**src/rtl/vreg_wb_sched.sv**
```systemverilog
// vreg_wb_sched: write-back scheduler and scoreboard for the 8 x 256-bit
// vector register file. Round-robin arbitration of the single write port
// between the vector ALU and the vector load unit, plus a busy bit per
// register that issue uses for hazard detection and destination claims.
// Optional build macro VRF_WB_FWD_EN: treat the register being written this
// cycle as already free for hazard checks and claims.
module vreg_wb_sched (
    input  logic         clk,
    input  logic         rst,
    input  logic         claim_en_i,
    input  logic [2:0]   claim_dst_i,
    output logic         claim_ack_o,
    input  logic [2:0]   rd_addr_1_i,
    input  logic [2:0]   rd_addr_2_i,
    output logic         hazard_o,
    output logic [7:0]   busy_o,
    input  logic         alu_req_i,
    input  logic [2:0]   alu_dst_i,
    input  logic [255:0] alu_data_i,
    output logic         alu_gnt_o,
    input  logic         ld_req_i,
    input  logic [2:0]   ld_dst_i,
    input  logic [255:0] ld_data_i,
    output logic         ld_gnt_o,
    output logic         wr_en_o,
    output logic [2:0]   wr_dst_o,
    output logic [255:0] wr_data_o,
    output logic         wb_err_o
);

    // Which requester won the most recent grant.
    typedef enum logic {
        LAST_ALU = 1'b0,
        LAST_LD  = 1'b1
    } last_e;

    last_e          last_q, last_d;
    logic [7:0]     busy_q, busy_d;
    logic           wr_en_q, wr_en_d;
    logic [2:0]     wr_dst_q, wr_dst_d;
    logic [255:0]   wr_data_q, wr_data_d;
    logic           wb_err_q, wb_err_d;

    logic           fwd_c, fwd_1, fwd_2;
    logic           alu_gnt, ld_gnt;

    // A write landing at the coming edge frees its register early when
    // forwarding is built in; otherwise only the scoreboard counts.
`ifdef VRF_WB_FWD_EN
    assign fwd_c = wr_en_q && (wr_dst_q == claim_dst_i);
    assign fwd_1 = wr_en_q && (wr_dst_q == rd_addr_1_i);
    assign fwd_2 = wr_en_q && (wr_dst_q == rd_addr_2_i);
`else
    assign fwd_c = 1'b0;
    assign fwd_1 = 1'b0;
    assign fwd_2 = 1'b0;
`endif

    // Issue-side views: claim acceptance and source hazards.
    always_comb begin
        claim_ack_o = claim_en_i && (!busy_q[claim_dst_i] || fwd_c);
        hazard_o    = (busy_q[rd_addr_1_i] && !fwd_1) ||
                      (busy_q[rd_addr_2_i] && !fwd_2);
    end

    // Round-robin grant: a lone requester always wins; on a tie the unit
    // not granted last wins.
    always_comb begin
        alu_gnt = alu_req_i && (!ld_req_i || (last_q == LAST_LD));
        ld_gnt  = ld_req_i  && (!alu_req_i || (last_q == LAST_ALU));
    end

    // Next state: scoreboard clear then claim (claim wins on the same
    // register), write-port capture, pointer update and sticky error.
    always_comb begin
        busy_d    = busy_q;
        last_d    = last_q;
        wr_en_d   = 1'b0;
        wr_dst_d  = wr_dst_q;
        wr_data_d = wr_data_q;
        wb_err_d  = wb_err_q;

        if (wr_en_q) begin
            if (!busy_q[wr_dst_q]) begin
                wb_err_d = 1'b1;
            end
            busy_d[wr_dst_q] = 1'b0;
        end
        if (claim_ack_o) begin
            busy_d[claim_dst_i] = 1'b1;
        end

        if (alu_gnt) begin
            wr_en_d   = 1'b1;
            wr_dst_d  = alu_dst_i;
            wr_data_d = alu_data_i;
            last_d    = LAST_ALU;
        end else if (ld_gnt) begin
            wr_en_d   = 1'b1;
            wr_dst_d  = ld_dst_i;
            wr_data_d = ld_data_i;
            last_d    = LAST_LD;
        end
    end

    // State registers; reset drops any grant made in the reset cycle.
    always_ff @(posedge clk) begin
        if (rst) begin
            last_q    <= LAST_LD;
            busy_q    <= 8'h00;
            wr_en_q   <= 1'b0;
            wr_dst_q  <= 3'd0;
            wr_data_q <= 256'd0;
            wb_err_q  <= 1'b0;
        end else begin
            last_q    <= last_d;
            busy_q    <= busy_d;
            wr_en_q   <= wr_en_d;
            wr_dst_q  <= wr_dst_d;
            wr_data_q <= wr_data_d;
            wb_err_q  <= wb_err_d;
        end
    end

    // Output wiring.
    always_comb begin
        alu_gnt_o = alu_gnt;
        ld_gnt_o  = ld_gnt;
        busy_o    = busy_q;
        wr_en_o   = wr_en_q;
        wr_dst_o  = wr_dst_q;
        wr_data_o = wr_data_q;
        wb_err_o  = wb_err_q;
    end

endmodule
```
**config.mk**
```make
export PLATFORM = sky130hd
export DESIGN_NAME = vreg_wb_sched
export DESIGN_NICKNAME = d
export VERILOG_FILES = /design/src/rtl/vreg_wb_sched.sv
export SDC_FILE = /design/constraint.sdc
export NUM_CORES = 1
export LEC_CHECK = 0
export BUFFER_PORTS_ARGS = -buffer_cell sky130_fd_sc_hd__buf_2
export CORE_AREA = 3 3 314 316
export DETAILED_ROUTE_END_ITERATION = 7
export DIE_AREA = 0 0 317 319
export PLACE_DENSITY = 0.45
export SYNTH_ARGS = -nofsm -noshare
export SYNTH_HDL_FRONTEND = slang
export SYNTH_SLANG_ARGS = --single-unit
```
**constraint.sdc**
```tcl
create_clock -name clk -period 1.6 [get_ports clk]
set_clock_uncertainty 0.15 [all_clocks]
set_input_delay 0.08 -clock clk [delete_from_list [all_inputs] [get_ports clk]]
set_output_delay 0.08 -clock clk [all_outputs]
set_load 0.02 [all_outputs]
```
==> flow_summary.json <==
{
  "yosysWarnings": 0,
  "cp_max_fo": 7,
  "h-tree-depth": 2,
  "fin_ws_ns": -0.367,
  "track_usage_pct": 12.5,
  "peakVddDrop_mv": 0.748,
  "cts.reportedPaths.clkPinSlew_ns": 0.05,
  "finalSetupViolCount": 252,
  "nets": 3197,
  "final_area_mm2": 0.0260,
  "antenna_found_initial": 7,
  "hold_depth": 5,
  "slew_headroom_pct": 73.3,
  "synth_cells": 1235,
  "hp-class": "in -> reg",
  "nFillCells": 10100,
  "coreArea_mm2": 0.0963,
  "dp.cells": 3322,
  "grt_pass1_vias": 16000,
  "cts_buffer_depth": 3,
  "ioPinCount": 805,
  "r2r-end": "wr_data_o[154]",
  "cts.sinks": 270,
  "violations": "negative setup slack",
  "crit_type": "reg -> out",
  "synth_ff_type": "dfxtp_1",
  "first_pass_iters": 5,
  "cts-root-buf": "clkbuf_16",
  "worstPathArrival_ns": 1.74,
  "power.density_mw_per_mm2": 844,
  "timing.hold.ws_ns": 0.104,
  "drive_above_1_share_pct": 40.0,
  "layout_common_cells": "buf_2, dlygate4sd3_1, dfxtp_1, inv_1, a21oi_1",
  "totalWireLength_mm": 73.0,
  "fp.dieH_um": 319,
  "vias": 15400,
  "grt_max_degree": 32,
  "start_util_pct": 12.3,
  "yosys.cell_types.count": 38,
  "timing.final.crit_period_ns": 1.97,
  "ys_seq_elements": 270,
  "fp.dieW_um": 317,
  "p_leak_nw": 11.9,
  "worstSetupStartpointType": "register",
  "status": "finished with violations",
  "post-place-ws_ns": 0.0130,
  "routedWlPerCell_um": 18.4,
  "final_common_cell": "buf_2",
  "place.gp.congestion": 0.858,
  "ys_seq_area_share_pct": 45.6,
  "dp_hpwl_mm": 49.8,
  "dieArea_mm2": 0.101,
  "grt_pass1_wl_mm": 97.3,
  "fin_crit_sh_pct": 123,
  "syn-cell-area_mm2": 0.0119,
  "drtIter0Drc": 824,
  "whs_endpoint": "wr_en_o",
  "cts_tree": "done",
  "endpoint_kind": "output pin",
  "clk_latency_ns": 0.56,
  "placed_cell_area_mm2": 0.0181,
  "regToRegStartpoint": "last_q",
  "cp.required_ns": 1.37,
  "rsz0062_at_grt": "yes",
  "via_per_inst": 3.88,
  "syn_to_final_growth_pct": 119,
  "r2r_slack_ns": -0.20,
  "synth-edff-count": 0,
  "fin_cells": 3967,
  "rows": 114,
  "fin_util_pct": 27.0,
  "gr-total-overflow": 0,
  "synthArstFlopShare_pct": 0,
  "syn_nets": 1767,
  "timing.fmax_mhz": 508,
  "slew_violations": 0,
  "worstHoldStart": "alu_req_i",
  "postSynthAreaPerCell_um2": 9.60,
  "cp-startpoint": "busy_o[2]",
  "tightestPinTransition_ns": 0.400,
  "numCtsBuffers": 36,
  "drc_errors": 0,
  "portBuffers": 804,
  "hold_viol_final": 0,
  "reg2reg_depth": 7,
  "maxCapViolations": 0,
  "drtAntennaViolNets": 0
}
==> logic make-up (layout without fill, tap and decap cells) <==
family,count (synthesis),count (layout),synth area share [%]
other,0,3,0
buffers and inverters,380,1833,14.2
muxes,16,16,1.89
and+or+nand+nor,32,32,1.53
DFF,270,270,45.6
AOI/OAI and AO/OA,537,537,36.8
==> report_power, final <==
part | switching [mW] | total, mW | internal [mW]
clock network | 3.28 | 8.18 | 4.90
logic | 2.94 | 6.09 | 3.15
registers | 0.366 | 7.68 | 7.31
total | 6.59 | 22.0 | 15.4
==> area by class of cell <==
type                    count  area (µm²)  share of cell area (%)
diodes                      3        7.51                  0.0289
clock buffers              52        1020                    3.93
clock inverters             9         124                   0.476
inverters                 261         995                    3.82
multi-input cells         585        4900                    18.8
flip-flops and latches    270        5420                    20.8
well taps                1276        1600                    6.14
repair buffers           1511       11900                    45.9
==> critical path: stages (launching register included) <==
cell and delay (ns):
dfxtp_2 0.35, mux4_2 0.46, mux2i_1 0.16, nand2_1 0.08
buf_6 0.13
==> Yosys cell counts (2+ instances only) <==
library cell  instances  area (µm²)
nor2b_1               6        37.5
mux4_2                5         113
nor3_1                5        25.0
buf_2                29         145
buf_6                27         304
o21ai_0               2        10.0
clkbuf_1             58         218
nor2_1                5        18.8
mux2i_1              10         100
nand2_1               6        22.5
buf_4                 4        30.0
a311oi_1              7        61.3
o221a_2              16         180
o221a_1             238        2680
a21oi_1             256        1280
inv_1               260         976
a31oi_1               5        31.3
nor3b_1               4        30.0
dfxtp_1             270        5410
a2111oi_0             4        35.0
==> state kept, by name, indices dropped and copies added, names as in the netlist <==
name       cells
wr_dst_o       3
busy_o         8
wr_en_o        1
wr_data_o    256
last_q         1
wb_err_o       1
==> per-layer routing <==
layer	part of all wire, %	GRT usage (%)	routed length (µm)	vias up
met5	0.030	0	22	-
met4	4.5	6.11	3270	4
met3	7.7	3.35	5650	143
met2	48	21.0	35000	702
met1	40	14.7	29000	7161
li1	-	-	-	7395
==> metrics by stage <==
step	power [mW]	TNS, ns
after floorplan	9.93	0
after global placement	12.2	0
after detailed placement	12.2	0
after CTS	21.7	-5.72
after global routing	23.0	-30.14
final	22.0	-21.53
==> what timing repair did <==
item | 4_1_cts | 5_1_grt
gates resized for setup | 39 | 96
hold endpoints to repair | 270 | 3
buffers inserted | 9 | 12
gates cloned | 2 | 33
endpoints found under the setup margin | 15 | 225
hold buffers | 529 | 1
pin swaps | 40 | 120
==> how the worst max path moves through the flow <==
stage	end	depth (start not counted)
after floorplan	wb_err_o	4
after global placement	wr_data_o[111]	5
after detailed placement	wr_data_o[69]	5
after CTS	hazard_o	4
after global routing	hazard_o	4
final	hazard_o	4
No activity file was read; power rests on OpenSTA's default activity.
